**config.mk**
```make
export PLATFORM = sky130hd
export DESIGN_NAME = majority_voter_seq_flat
export DESIGN_NICKNAME = d
export VERILOG_FILES = /design/src/rtl/majority_voter_seq_if.sv /design/src/rtl/majority_voter_seq.sv /design/src/flat_wrapper.sv
export SDC_FILE = /design/constraint.sdc
export NUM_CORES = 1
export LEC_CHECK = 0
export ABC_AREA = 1
export BUFFER_PORTS_ARGS = -buffer_cell sky130_fd_sc_hd__buf_2
export CAP_MARGIN = 20
export CORE_ASPECT_RATIO = 1.5
export CORE_MARGIN = 2
export CORE_UTILIZATION = 55
export CTS_BUF_LIST = sky130_fd_sc_hd__clkbuf_4
export DETAILED_ROUTE_END_ITERATION = 8
export GPL_ROUTABILITY_DRIVEN = 1
export HOLD_SLACK_MARGIN = 0.08
export PLACE_DENSITY = 0.76
export SYNTH_ARGS = -nofsm -noshare
export SYNTH_HDL_FRONTEND = slang
export SYNTH_SLANG_ARGS = --single-unit
```
**constraint.sdc**
```tcl
create_clock -name clk -period 3.5 [get_ports clk]
set_input_delay 0.175 -clock clk [delete_from_list [all_inputs] [get_ports clk]]
set_output_delay 0.175 -clock clk [all_outputs]
set_load 0.02 [all_outputs]
```
**src/rtl/majority_voter_seq_if.sv**
```systemverilog
// Sample/vote bundle for majority_voter_seq: replica words in, voted word and fault status out.
// Master drives samples and fault clearing; slave (the voter) returns registered results.
interface majority_voter_seq_if #(
  parameter int N     = 3,
  parameter int WIDTH = 1
);
  logic               in_valid;
  logic [N*WIDTH-1:0] y_in;
  logic               clr_faults;
  logic [WIDTH-1:0]   y;
  logic               y_valid;
  logic [N-1:0]       mismatch;
  logic [N-1:0]       excluded;
  logic               no_majority;

  modport master (
    output in_valid, y_in, clr_faults,
    input  y, y_valid, mismatch, excluded, no_majority
  );

  modport slave (
    input  in_valid, y_in, clr_faults,
    output y, y_valid, mismatch, excluded, no_majority
  );
endinterface

```
**src/rtl/majority_voter_seq.sv**
```systemverilog
// N-channel bitwise majority voter with per-channel fault counting and automatic exclusion.
// 1-cycle sample-to-output latency; no backpressure, every in_valid cycle is accepted.
module majority_voter_seq #(
  parameter int N           = 3,
  parameter int WIDTH       = 1,
  parameter int FAULT_LIMIT = 4,
  parameter int CNT_W       = 3
) (
  input logic               clk,
  input logic               rst_n,
  majority_voter_seq_if.slave bus
);

  localparam logic [CNT_W-1:0] CNT_MAX = '1;
  localparam logic [CNT_W-1:0] LIMIT   = CNT_W'(FAULT_LIMIT);

  logic [WIDTH-1:0] y_q;
  logic [WIDTH-1:0] vote;
  logic             yv_q;
  logic             nm_q;
  logic             tie_any;
  logic [N-1:0]     mm_q;
  logic [N-1:0]     mm_d;
  logic [N-1:0]     excl_q;
  logic [N-1:0]     excl_d;
  logic [N-1:0]     hit;
  logic [CNT_W-1:0] cnt_q [N];
  logic [CNT_W-1:0] cnt_d [N];
  int               act_cnt;

  // Per-bit vote over active channels; a tied bit keeps the last registered value.
  always_comb begin
    int ones;
    act_cnt = 0;
    for (int k = 0; k < N; k++) begin
      if (!excl_q[k]) act_cnt++;
    end
    vote    = y_q;
    tie_any = 1'b0;
    for (int b = 0; b < WIDTH; b++) begin
      ones = 0;
      for (int k = 0; k < N; k++) begin
        if (!excl_q[k] && bus.y_in[k*WIDTH+b]) ones++;
      end
      if (2*ones > act_cnt)      vote[b] = 1'b1;
      else if (2*ones < act_cnt) vote[b] = 1'b0;
      else                       tie_any = 1'b1;
    end
  end

  always_comb begin
    int remain;
    mm_d = '0;
    hit  = '0;
    for (int k = 0; k < N; k++) begin
      cnt_d[k] = cnt_q[k];
      if (!excl_q[k]) begin
        mm_d[k] = (bus.y_in[k*WIDTH +: WIDTH] != vote);
        if (mm_d[k]) begin
          if (cnt_q[k] != CNT_MAX) cnt_d[k] = cnt_q[k] + 1'b1;
          hit[k] = (cnt_d[k] >= LIMIT);
        end else begin
          cnt_d[k] = '0;
        end
      end
    end
    // Lowest index wins; never let the active set fall below two voters.
    excl_d = excl_q;
    remain = act_cnt;
    for (int k = 0; k < N; k++) begin
      if (hit[k] && remain > 2) begin
        excl_d[k] = 1'b1;
        remain--;
      end
    end
  end

  always_ff @(posedge clk or negedge rst_n) begin
    if (!rst_n) begin
      y_q    <= '0;
      yv_q   <= 1'b0;
      nm_q   <= 1'b0;
      mm_q   <= '0;
      excl_q <= '0;
      for (int k = 0; k < N; k++) cnt_q[k] <= '0;
    end else begin
      yv_q <= bus.in_valid;
      if (bus.in_valid) begin
        y_q  <= vote;
        mm_q <= mm_d;
        nm_q <= tie_any;
      end
      // Clearing outranks fault tracking, but the coincident sample is still voted above.
      if (bus.clr_faults) begin
        excl_q <= '0;
        for (int k = 0; k < N; k++) cnt_q[k] <= '0;
      end else if (bus.in_valid) begin
        excl_q <= excl_d;
        for (int k = 0; k < N; k++) cnt_q[k] <= cnt_d[k];
      end
    end
  end

  assign bus.y           = y_q;
  assign bus.y_valid     = yv_q;
  assign bus.mismatch    = mm_q;
  assign bus.excluded    = excl_q;
  assign bus.no_majority = nm_q;

endmodule

```
**src/flat_wrapper.sv**
```systemverilog
// flat-port wrapper written by rule: the top's interface ports become plain ports
module majority_voter_seq_flat 
#(
  parameter int N           = 3,
  parameter int WIDTH       = 1,
  parameter int FAULT_LIMIT = 4,
  parameter int CNT_W       = 3
)
  (clk, rst_n, bus_in_valid, bus_y_in, bus_clr_faults, bus_y, bus_y_valid, bus_mismatch, bus_excluded, bus_no_majority);
  majority_voter_seq_if #(.N(N), .WIDTH(WIDTH)) bus_i ();
  input logic clk;
  input logic rst_n;
  input wire logic [$bits(bus_i.in_valid)-1:0] bus_in_valid;
  input wire logic [$bits(bus_i.y_in)-1:0] bus_y_in;
  input wire logic [$bits(bus_i.clr_faults)-1:0] bus_clr_faults;
  output wire logic [$bits(bus_i.y)-1:0] bus_y;
  output wire logic [$bits(bus_i.y_valid)-1:0] bus_y_valid;
  output wire logic [$bits(bus_i.mismatch)-1:0] bus_mismatch;
  output wire logic [$bits(bus_i.excluded)-1:0] bus_excluded;
  output wire logic [$bits(bus_i.no_majority)-1:0] bus_no_majority;
  assign bus_i.in_valid = bus_in_valid;
  assign bus_i.y_in = bus_y_in;
  assign bus_i.clr_faults = bus_clr_faults;
  assign bus_y = bus_i.y;
  assign bus_y_valid = bus_i.y_valid;
  assign bus_mismatch = bus_i.mismatch;
  assign bus_excluded = bus_i.excluded;
  assign bus_no_majority = bus_i.no_majority;
  majority_voter_seq #(.N(N), .WIDTH(WIDTH), .FAULT_LIMIT(FAULT_LIMIT), .CNT_W(CNT_W)) u_core (.clk(clk), .rst_n(rst_n), .bus(bus_i));
endmodule
```
Word-level counts from Yosys, hierarchy flattened
Cells that the tools add are included.
{"block": "word_totals", "reg_bits": 18, "in_bits": 7, "word_cells": 98}
{"block": "classes", "n_addsub": 9, "magnitude_cmp": 8, "eq_ne": 9, "mux": 43, "n_reduce_logical": 19}
{"op": "32-bit 2-to-1 mux", "n": 4}
{"op": "32-bit by 3-bit greater-than comparator with 1-bit output (second input constant)", "n": 3}
{"op": "32-bit by 2-bit subtractor with 32-bit output (second input constant)", "n": 2}
{"op": "3-bit 2-to-1 mux", "n": 17}
{"op": "32-bit by 2-bit adder with 32-bit output (second input constant)", "n": 1}
{"op": "32-bit greater-than comparator", "n": 1}
{"op": "32-bit less-than comparator", "n": 1}
{"op": "31-bit by 2-bit adder with 31-bit output (second input constant)", "n": 1}
{"op": "31-bit 2-to-1 mux", "n": 1}
{"op": "1-bit 2-to-1 mux", "n": 18}
{"op": "9-bit 2-to-1 mux", "n": 2}
{"op": "2-bit AND reduction", "n": 6}
{"op": "3-bit by 1-bit adder with 3-bit output (second input constant)", "n": 3}
{"op": "3-bit greater-or-equal comparator (second input constant)", "n": 3}
{"op": "3-bit inequality test (second input constant)", "n": 3}
{"op": "2-bit nonzero test", "n": 4}
{"op": "1-bit logical AND", "n": 6}
{"op": "2-bit inequality test (second input constant)", "n": 3}
{"op": "1-bit by 1-bit adder with 2-bit output (second input constant)", "n": 2}
{"op": "1-bit zero test", "n": 3}
{"op": "1-bit inequality test", "n": 3}
{"op": "2-bit 2-to-1 mux", "n": 1}

Depth between registers and ports, before layout
Gate-level depths: netlist (run 1).
{"block": "logic_depth", "word_depth": 26, "ltp_mapped": 25, "depth_no_buf": 25}

Worst setup path before layout (run 1)
Ideal clock, no wire load.
{"block": "synth_path", "path_kind": "reg-to-reg", "from": "register u_core.excl_q[0], in the netlist u_core.bus.excluded[0]", "to": "register u_core.excl_q[2], in the netlist u_core.bus.excluded[2]", "arrival_ns": 3.159, "setup_slack_ns": 0.224, "path_stages_with_launch": 18, "path_buffers": 0, "path_cell_list": "dfrtp_1 -> inv_2 -> fa_1 -> inv_1 -> ha_1 -> a2111o_1 -> inv_1 -> nand3_2 -> o21ai_2 -> inv_1 -> ha_1 -> or2_2 -> nand2_1 -> nand2_1 -> nand2_1 -> nand4_1 -> nand2_1 -> nand2_1"}
{"block": "synth_between", "elab_chain_len": 22, "elab_cells_between_ends": 37, "classes_between": "add/sub (6); order compare (5); eq/ne (3); mux (16); reduce/logical (7)"}
{"element": "start, declared", "line": "majority_voter_seq.sv:24", "text": "logic [N-1:0] excl_q;"}
{"element": "start signal, assigned", "line": "majority_voter_seq.sv:98", "text": "excl_q <= excl_d;"}
{"element": "1-bit zero test", "line": "majority_voter_seq.sv:43", "text": "if (!excl_q[k] && bus.y_in[k*WIDTH+b]) ones++;"}
{"element": "1-bit logical AND", "line": "majority_voter_seq.sv:43"}
{"element": "1-bit 2-to-1 mux", "line": "majority_voter_seq.sv:43"}
{"element": "1-bit by 1-bit adder with 2-bit output", "line": "majority_voter_seq.sv:43"}
{"element": "2-bit 2-to-1 mux", "line": "majority_voter_seq.sv:43"}
{"element": "31-bit by 2-bit adder with 31-bit output", "line": "majority_voter_seq.sv:43"}
{"element": "31-bit 2-to-1 mux", "line": "majority_voter_seq.sv:43"}
{"element": "32-bit less-than comparator", "line": "majority_voter_seq.sv:46", "text": "else if (2*ones < act_cnt) vote[b] = 1'b0;"}
{"element": "(+6 left out)"}
{"element": "32-bit 2-to-1 mux", "line": "majority_voter_seq.sv:71", "text": "if (hit[k] && remain > 2) begin"}
{"element": "32-bit by 3-bit greater-than comparator with 1-bit output", "line": "majority_voter_seq.sv:71"}
{"element": "1-bit logical AND", "line": "majority_voter_seq.sv:71"}
{"element": "32-bit 2-to-1 mux", "line": "majority_voter_seq.sv:71"}
{"element": "32-bit by 3-bit greater-than comparator with 1-bit output", "line": "majority_voter_seq.sv:71"}
{"element": "1-bit logical AND (*)", "line": "majority_voter_seq.sv:71"}
{"element": "2-bit nonzero test (no source line) (*)"}
{"element": "2-bit AND reduction (no source line) (*)"}
Every way passes the cells marked *; elsewhere a longest branch is shown, timed or not.
A chain may end at the register's enable or synchronous reset.

Worst setup path in the final report (run 1)
Same ends and word-level chain as after synthesis.

==> results.py, run 1 <==
metrics = {
    "setup_path": {
        "r2r_cells": 17,
        "startpoint_type": "register",
        "criticalPathCategory": "reg -> reg",
        "reg2reg_to": "u_core.bus.excluded[2]",
        "ff2ff_setup_slack_ns": 0.23,
        "worstReg2RegStart": "u_core.bus.excluded[0]",
        "crit_arrival_ns": 3.46,
        "worst_setup_path_end_kind": "register",
        "cp_max_fo": 8,
        "cp.required_ns": 3.69,
    },
    "placement": {
        "gp_congestion": 0.846,
        "place_hpwl_um": 2440,
        "placedCellCount": 230,
        "place.port_buffers": 15,
    },
    "detailed_routing": {
        "ant_nets": 0,
        "viasPerCell": 5.46,
        "wl_um": 3030,
        "drc": 0,
        "wl_per_cell_um": 12.7,
        "num_vias": 1306,
        "drt-pass1-iter-count": 5,
        "drt_iter0_drc": 39,
    },
    "floorplan": {
        "core_region_area_mm2": 0.00248,
        "core.rowCount": 22,
        "initial_utilization_pct": 58.4,
        "dieArea_mm2": 0.00306,
        "die_y_um": 66.8,
        "pin_count": 16,
        "die_w_um": 45.9,
    },
    "logic_synthesis": {
        "ys_warn_count": 0,
        "syn_inst": 191,
        "netlist_area_mm2": 0.00145,
        "ys_ff_latch": 18,
        "syn_avg_cell_area_um2": 7.57,
        "synth_cell_type_count": 30,
        "yosysSeqAreaShare_pct": 31.1,
        "synth_nets": 213,
    },
    "global_routing": {
        "overflow": 0,
        "grt_pass1_vias": 1276,
        "grtUsageTotal_pct": 22.8,
        "grt_max_degree": 19,
        "grt_pass1_wl_um": 5220,
        "antenna_found_initial": 0,
    },
    "cells_and_area": {
        "diodes": 0,
        "nets": 238,
        "multi_input_area_um2": 867,
        "seq_area_um2": 453,
        "final_cells": 239,
        "areaGrowthSynthToFinish_pct": 12.9,
        "drive_gt1_share_pct": 23.3,
        "nFillCells": 206,
    },
    "sta": {
        "final-setup-viol-count": 0,
        "tns_ns": 0,
        "hold_violations": 0,
        "slew_headroom_pct": 73.2,
        "holdWs_ns": 0.102,
        "fin_skew_ns": 0.000948,
        "worst_pin_slew_ns": 0.403,
        "fmax_ghz": 0.306,
        "drv_slew": 0,
        "min_period_ns": 3.27,
        "rsz0062_at_grt": "no",
        "period_share_pct": 93.5,
    },
    "clock_tree": {
        "clkTransAtPathRegs_ns": 0.10,
        "clockRootBuffer": "clkbuf_4",
        "clockBufferDepth": 2,
        "numCtsBuffers": 3,
        "cts_num_sinks": 18,
        "worstSkewPairLatency_ns": 0.29,
        "htree_levels": 1,
        "cts_tree": "done",
    },
    "run_status": {
        "status": "completed",
    },
    "hold_path": {
        "min-delay-start": "bus_in_valid",
        "hold_depth": 1,
        "hold_class": "in -> reg",
        "whs_endpoint": "u_core.bus.y_valid",
    },
    "run": {
        "maxCapViolCount": 0,
    },
    "power": {
        "ir_worst_vdd_v": 0.000233,
        "p_leak_nw": 0.909,
        "p_per_area_mw_per_mm2": 257,
    },
}
## logic make-up (layout without fill, tap and decap cells)
| logic type | after synthesis | count (layout) | synth area share (%) |
|---|---|---|---|
| simple gates | 92 | 92 | 31.4 |
| compound gates | 27 | 27 | 11.4 |
| xor+xnor | 4 | 4 | 2.94 |
| flops | 18 | 18 | 31.1 |
| buf+inv | 35 | 59 | 9.60 |
| fa+ha+maj | 15 | 15 | 13.5 |
## synthesized netlist by cell type, drive strengths merged
library cell,count,area (um^2)
nor3,1,5.00
clkinv,1,3.75
o21a,1,7.51
buf,1,11.3
ha,14,175
o22ai,6,37.5
a21oi,6,30.0
clkbuf,1,3.75
o31ai,2,15.0
xor2,4,42.6
nand2,52,223
a2111o,1,11.3
fa,1,20.0
nand4,4,31.3
inv,32,120
nor2,15,63.8
or2,1,6.26
nand3,19,125
o21ai,9,48.8
o211ai,2,15.0
dfrtp,18,450
## area by class of cell
type                            count  share of cell area [%]
Inverter                           33                    7.59
Timing Repair Buffer               22                    8.12
Tap cell                           24                    1.84
Clock inverter                      1                   0.230
Multi-Input combinational cell    138                    53.1
Clock buffer                        3                    1.38
Sequential cell                    18                    27.7
## placed cells by master, fill, tap and decap left out, types with 6 or more instances in the layout
master    n
nand2_1  45
inv_1    29
dfrtp_1  16
buf_2    15
ha_1     14
nand3_1  13
nor2_1   11
nand3_2   6
o21ai_0   6
a21oi_1   6
o22ai_1   6
## worst max-delay path, stage by stage, from the launching register on
cell and delay [ns]:
dfrtp_2 0.41, inv_2 0.09, fa_2 0.62, inv_1 0.09, ha_1 0.18, a2111o_1 0.40, inv_1 0.09, nand3_2 0.14
o21ai_2 0.19, inv_1 0.08, ha_1 0.21, or2_2 0.30, nand2_1 0.07, nand2_1 0.05, nand2_1 0.06, nand4_1 0.08
nand2_1 0.06, nand2_1 0.04
## how the worst max path moves through the flow
stage / from / end / depth (start not counted)
after floorplan: u_core.bus.excluded[0] / u_core.bus.excluded[2] / 17
after global placement: u_core.bus.excluded[1] / u_core.bus.excluded[2] / 21
after detailed placement: u_core.bus.excluded[1] / u_core.bus.excluded[2] / 21
after CTS: u_core.bus.excluded[0] / u_core.bus.excluded[2] / 21
after global routing: u_core.bus.excluded[0] / u_core.bus.excluded[2] / 23
final: u_core.bus.excluded[0] / u_core.bus.excluded[2] / 17
## sequential cells by signal, summed over array words and instances (netlist names)
| register | count |
|---|---|
| u_core.cnt_q | 9 |
| u_core.bus.excluded | 3 |
| u_core.bus.mismatch | 3 |
| u_core.bus.no_majority | 1 |
| u_core.bus.y | 1 |
| u_core.bus.y_valid | 1 |
## through the flow
stage                     total power (W)  utilization (%)  cell area, um^2  setup slack [ns]
final                            0.000419             65.9             1630             0.227
after global routing             0.000444             65.9             1630          0.000945
after global placement           0.000316             62.6             1550            0.0964
after floorplan                  0.000291                -             1450             0.224
after CTS                        0.000423             64.5             1600            0.0566
after detailed placement         0.000319             62.6             1550            0.0118
## power by group
part / internal [W] / switching, W / leakage (nW)
combinational: 0.0000310 / 0.0000615 / 0.657
sequential: 0.000219 / 0.00000632 / 0.237
clock: 0.0000414 / 0.0000606 / 0.0154
## timing repair
item                                    CTS  global route
setup buffers                             0             3
endpoints found under the setup margin    1             1
gates resized for setup                   1             4
endpoints found under the hold margin    20             0
hold buffers                              2             0
## layer usage
metal / routed length, um / global-route usage, % / share of wire (%)
met3: 71 / 1.08 / 2.3
met2: 1660 / 41.5 / 55
met4: 40 / 7.86 / 1.3
met1: 1260 / 27.1 / 42
met5: 0 / 0 / 0
Note: power is estimated with default switching activity, not from simulation.
==> inputs of run 2 (changes only) <==
ABC_AREA = default   (was 1)
clock period = 3.9 ns   (was 3.5 ns; I/O delays follow)
==> results.py, run 2 <==
metrics = {
    "global_routing": {
        "overflow": 0,
        "grt_max_degree": 19,
        "antenna_found_initial": 0,
        "grt_use_met2_pct": 36.1,
        "grtUsageTotal_pct": 21.5,
        "grt_pass1_wl_um": 4770,
        "top_usage_layer": "met2",
        "met3_usage_pct": 0.824,
        "gr-usage-met1_pct": 27.7,
        "grt_pass1_vias": 1070,
    },
    "setup_path": {
        "startpoint_type": "register",
        "r2r_cells": 16,
        "crit_buf_inv": 2,
        "criticalPathCategory": "reg -> reg",
        "crit_arrival_ns": 3.81,
        "cpPeakStageDelay_ns": 0.48,
        "worst-path-stages": 16,
        "path_cells": "inv_1 -> ha_1 -> o21ai_0 -> xor2_1 -> o221ai_2 -> o221a_4 -> a21oi_4 -> mux2i_2 -> inv_1 -> ha_1 -> nor2_1 -> o21ai_0 -> nor2_1 -> a31oi_1 -> nor3b_1 -> a311oi_1",
        "slowest_stage": "o21ai_0",
        "worst_setup_path_end_kind": "register",
        "ff2ff_setup_slack_ns": 0.25,
        "startpoint": "u_core.bus.excluded[1]",
        "worstReg2RegStart": "u_core.bus.excluded[1]",
        "path_delay_family": "compound AO/OA/AOI/OAI gates",
        "cp.required_ns": 4.06,
        "cp_max_fo": 6,
    },
    "cells_and_area": {
        "nets": 192,
        "largest_reg_flops": 9,
        "diodes": 0,
        "final_common_cell": "dfrtp_1",
        "final_cell_mix": "18 x dfrtp_1, 15 x buf_2, 14 x nor2_1, 14 x a21oi_1, 13 x ha_1",
        "drive_gt1_share_pct": 24.3,
        "final_util_pct": 65.5,
        "final_cells": 193,
        "areaGrowthSynthToFinish_pct": 14.6,
        "regMostFlops": "u_core.cnt_q",
    },
    "logic_synthesis": {
        "ys_warn_count": 0,
        "synthTopCellsByCount": "18 x dfrtp_1, 14 x a21oi_1, 14 x ha_1, 14 x nor2_1, 12 x nand2_1",
        "yosysTopAreaCell": "dfrtp_1",
        "yosys.area.top_type_share_pct": 32.5,
        "ys_ff_latch": 18,
        "synth-main-ff-cell": "dfrtp_1",
        "netlist_area_mm2": 0.00139,
        "syn_avg_cell_area_um2": 9.55,
        "synth_edf_count": 0,
        "synthArstFlopShare_pct": 100,
        "yosysSeqAreaShare_pct": 32.5,
        "post-synth-top-count-cell": "dfrtp_1",
        "synth_cell_type_count": 42,
        "syn_inst": 145,
        "ys_top_cells_by_area": "dfrtp_1 33%, ha_1 13%, a21oi_1 5.1%, nor2_1 3.8%, mux2_2 3.3%",
        "synth_nets": 167,
    },
    "sta": {
        "tns_ns": 0,
        "fmax_ghz": 0.274,
        "min_period_ns": 3.65,
        "period_share_pct": 93.7,
        "fin_skew_ns": 0.00314,
        "slew_headroom_pct": 59.9,
        "worst_pin_slew_ns": 0.595,
        "hold_violations": 0,
        "drv_slew": 0,
        "final-setup-viol-count": 0,
    },
    "placement": {
        "place.port_buffers": 15,
        "gp_congestion": 0.878,
        "place_hpwl_um": 2130,
        "placedCellCount": 182,
    },
    "floorplan": {
        "dieArea_mm2": 0.00294,
        "initial_utilization_pct": 57.2,
        "core.rowCount": 22,
        "die_y_um": 65.5,
        "core_region_area_mm2": 0.00242,
        "pin_count": 16,
        "die_w_um": 45.0,
    },
    "detailed_routing": {
        "wl_per_cell_um": 15.0,
        "drc": 0,
        "wl_um": 2890,
        "num_vias": 1155,
        "drt-pass1-iter-count": 4,
        "ant_nets": 0,
        "drt_iter0_drc": 21,
        "viasPerCell": 5.98,
    },
    "clock_tree": {
        "numCtsBuffers": 3,
        "clockRootBuffer": "clkbuf_4",
        "cts_num_sinks": 18,
        "clkTransAtPathRegs_ns": 0.10,
        "cts_tree": "done",
        "worstSkewPairLatency_ns": 0.29,
        "clockBufferDepth": 2,
        "htree_levels": 1,
    },
    "power": {
        "switchingPower_w": 0.000119,
        "netSwitchingFraction_pct": 30.0,
        "p_per_area_mw_per_mm2": 249,
        "combinationalPowerShare_pct": 24.3,
        "p_leak_nw": 0.789,
        "p_clk_share_pct": 23.5,
        "internal-power_w": 0.000277,
        "ir_worst_vdd_v": 0.000232,
        "seq_power_share_pct": 52.1,
    },
    "run": {
        "maxCapViolCount": 0,
    },
    "hold_path": {
        "min-delay-start": "bus_clr_faults",
        "hold_class": "in -> reg",
        "hold_depth": 2,
    },
    "run_status": {
        "status": "completed",
    },
}
-- run 2: cell count changes after synthesis, sizes merged, moves of 5 or more --
cell   previous run  this run
a21oi             6        15
inv              32        10
nand2            52        12
nand3            19         1
o22ai             6         1
-- run 2: cell families after synthesis --
kind of cell / synth area share [%]
buffers and inverters: 3.79
multiplexers: 6.14
flip-flops: 32.5
AND/OR/NAND/NOR: 16.9
XOR/XNOR: 4.88
adder cells (fa/ha/maj): 14.8
AO/OA/AOI/OAI: 21.0
-- run 2: final cells by class --
class / instances / area [um^2]
flip-flops and latches: 18 / 450
fillers: 198 / 835
multi-input cells: 113 / 898
repair buffers: 24 / 145
clock buffers: 3 / 22.5
clock inverters: 1 / 3.75
well taps: 24 / 30.0
inverters: 10 / 37.5
-- run 2: worst paths after layout --
| check | end |
|---|---|
| max reg2reg | u_core.bus.excluded[2] |
| max in group asynchronous | u_core.bus.excluded[2] |
| min reg2reg | u_core.cnt_q[0] |
| min | u_core.bus.excluded[0] |
| max | u_core.bus.excluded[2] |
| min in group asynchronous | u_core.bus.mismatch[0] |
-- run 2: what timing repair did --
| action | in CTS | in global routing |
|---|---|---|
| setup buffers | 0 | 6 |
| hold buffers | 1 | 0 |
| setup endpoints to repair | 0 | 1 |
| hold endpoints to repair | 18 | 0 |
| resized for setup | 0 | 3 |
-- run 2: metrics by stage --
step,hold slack (ns),cell area [um^2],power [W],setup WS (ns)
floorplan,-0.101,1390,0.000275,0.300
global placement,0.137,1490,0.000299,0.417
detailed placement,0.146,1490,0.000302,0.245
CTS,0.151,1530,0.000397,0.226
global route,0.153,1590,0.000422,-0.0229
finish,0.159,1590,0.000395,0.247
-- run 2: power groups by stage --
stage | combinational, W | sequential, W | clock [W]
2_1_floorplan | 0.0000551 | 0.000220 | 0
3_3_place_gp | 0.0000903 | 0.000209 | 0
3_5_place_dp | 0.0000923 | 0.000210 | 0
4_1_cts | 0.0000935 | 0.000206 | 0.0000976
5_1_grt | 0.000106 | 0.000208 | 0.000108
6_report | 0.0000961 | 0.000206 | 0.0000931
-- run 2: metal layers --
layer,up-vias,wire length (um),share of wire [%]
met5,-,0,0
met4,0,73,2.5
met1,561,1200,41
li1,566,-,-
met3,9,56,1.9
met2,19,1560,54
==> inputs of run 3 (changes only) <==
CELL_PAD_IN_SITES_DETAIL_PLACEMENT = 0   (was default)
CELL_PAD_IN_SITES_GLOBAL_PLACEMENT = 1   (was default)
CORE_UTILIZATION = 50   (was 55)
PLACE_DENSITY = default   (was 0.76)
PLACE_DENSITY_LB_ADDON = 0.1   (was default)
SKIP_CTS_REPAIR_TIMING = 1   (was default)
==> results.py, run 3 (synthesis gave the netlist of run 2 again) <==
metrics = {
    "placement": {
        "gp_congestion": 0.801,
        "place.port_buffers": 15,
        "placed_area_mm2": 0.00153,
        "place_hpwl_um": 2300,
        "placedCellCount": 198,
    },
    "setup_path": {
        "cp.required_ns": 4.07,
        "crit_buf_inv": 3,
        "cpPeakStageDelay_ns": 0.40,
        "slowest_stage": "ha_1",
        "path_cells": "inv_1 -> ha_1 -> and3_1 -> inv_1 -> ha_1 -> nor2_1 -> nor3_1 -> o211ai_1 -> a21oi_4 -> mux2i_1 -> inv_1 -> ha_1 -> nor2_1 -> o21ai_0 -> nor2_1 -> a31oi_1 -> nor3b_1 -> a311oi_1",
        "path_delay_family": "adder cells",
        "crit_arrival_ns": 3.75,
        "cp_max_fo": 7,
        "criticalPathCategory": "reg -> reg",
        "worst_setup_path_end_kind": "register",
        "startpoint_type": "register",
    },
    "sta": {
        "worst_pin_slew_ns": 0.457,
        "slew_headroom_pct": 69.4,
        "fmax_ghz": 0.279,
        "drv_slew": 0,
        "fin_skew_ns": 0.00361,
        "holdWs_ns": 0.149,
        "hold_violations": 0,
        "rsz0062_at_grt": "no",
        "min_period_ns": 3.58,
        "final-setup-viol-count": 0,
        "tns_ns": 0,
        "period_share_pct": 91.9,
    },
    "cells_and_area": {
        "seq_area_um2": 450,
        "nets": 189,
        "final_cells": 203,
        "final_common_cell": "dfrtp_1",
        "final_cell_mix": "18 x dfrtp_1, 15 x buf_2, 14 x nor2_1, 14 x a21oi_1, 14 x ha_1",
        "largest_reg_flops": 9,
        "areaGrowthSynthToFinish_pct": 13.0,
        "diodes": 0,
        "stdcell_area_mm2": 0.00157,
        "nFillCells": 249,
        "regMostFlops": "u_core.cnt_q",
        "multi_input_area_um2": 882,
        "drive_gt1_share_pct": 21.1,
    },
    "hold_path": {
        "hold_class": "in -> reg",
    },
    "clock_tree": {
        "cts_tree": "done",
        "worstSkewPairLatency_ns": 0.30,
        "numCtsBuffers": 3,
        "htree_levels": 1,
        "clockBufferDepth": 2,
        "cts_num_sinks": 18,
        "clockRootBuffer": "clkbuf_4",
        "clkTransAtPathRegs_ns": 0.10,
    },
    "detailed_routing": {
        "dr.max_layer_used": "met4",
        "num_vias": 1128,
        "drt_iter0_drc": 29,
        "viasPerCell": 5.56,
        "met1_length_um": 1250,
        "drc": 0,
        "wl_um": 2840,
        "dr_wl_met2_um": 1470,
        "drt-pass1-iter-count": 4,
        "met3_length_um": 58,
        "ant_nets": 0,
        "wl_per_cell_um": 14.0,
    },
    "floorplan": {
        "core_region_area_mm2": 0.00265,
        "core.rowCount": 23,
        "die_y_um": 68.5,
        "dieArea_mm2": 0.00322,
        "initial_utilization_pct": 52.3,
        "die_w_um": 47.0,
        "pin_count": 16,
    },
    "global_routing": {
        "antenna_found_initial": 0,
        "grt_pass1_vias": 1077,
        "grt_pass1_wl_um": 4590,
        "overflow": 0,
        "grtUsageTotal_pct": 20.0,
        "grt_max_degree": 19,
    },
    "power": {
        "p_per_area_mw_per_mm2": 254,
        "ir_worst_vdd_v": 0.000231,
        "p_leak_nw": 0.767,
    },
    "run": {
        "maxCapViolCount": 0,
    },
    "run_status": {
        "status": "completed",
    },
}
## run 3: report_power, final
part,switching (W),internal (W)
combinational,0.0000551,0.0000387
sequential,0.00000748,0.000199
clock,0.0000601,0.0000373
## run 3: path summary, 6_finish.rpt
| path | slack, ns | depth (start not counted) | start | end |
|---|---|---|---|---|
| min in group asynchronous | 0.35 | 2 | rst_n | u_core.bus.y_valid |
| hold / removal | 0.15 | 2 | bus_clr_faults | u_core.bus.excluded[0] |
| setup / recovery | 0.32 | 18 | u_core.bus.excluded[0] | u_core.bus.excluded[2] |
| setup reg to reg | 0.32 | 18 | u_core.bus.excluded[0] | u_core.bus.excluded[2] |
| hold reg to reg | 0.50 | 1 | u_core.cnt_q[0] | u_core.cnt_q[0] |
| max in group asynchronous | 3.26 | 2 | rst_n | u_core.bus.excluded[1] |
## run 3: per-layer routing
| metal | track usage, % | vias up |
|---|---|---|
| met5 | 0 | - |
| li1 | - | 560 |
| met2 | 35.1 | 23 |
| met3 | 0.792 | 5 |
| met1 | 24.6 | 540 |
| met4 | 8.33 | 0 |
## run 3: layout make-up
type,instances,area share (%)
timing repair buffer,21,7.83
clock inverter,1,0.240
sequential,18,28.8
multi-input combinational,113,56.4
tap,37,2.96
inverter,10,2.40
clock buffer,3,1.44
## run 3: worst reg2reg max path, stage by stage (launching register included)
cell	delay, ns
dfrtp_1	0.36
inv_1	0.12
ha_1	0.30
and3_1	0.23
inv_1	0.12
ha_1	0.40
nor2_1	0.10
nor3_1	0.14
o211ai_1	0.20
a21oi_4	0.27
mux2i_1	0.27
inv_1	0.09
ha_1	0.24
nor2_1	0.11
o21ai_0	0.07
nor2_1	0.09
a31oi_1	0.06
nor3b_1	0.19
a311oi_1	0.11
## run 3: metrics by stage
step / power (W) / worst slack (ns) / utilization [%]
global route: 0.000422 / 0.00727 / 59.1
global placement: 0.000300 / 0.434 / 57.8
detailed placement: 0.000304 / 0.327 / 57.8
floorplan: 0.000275 / 0.300 / -
CTS: 0.000401 / 0.288 / 58.7
finish: 0.000397 / 0.316 / 59.1
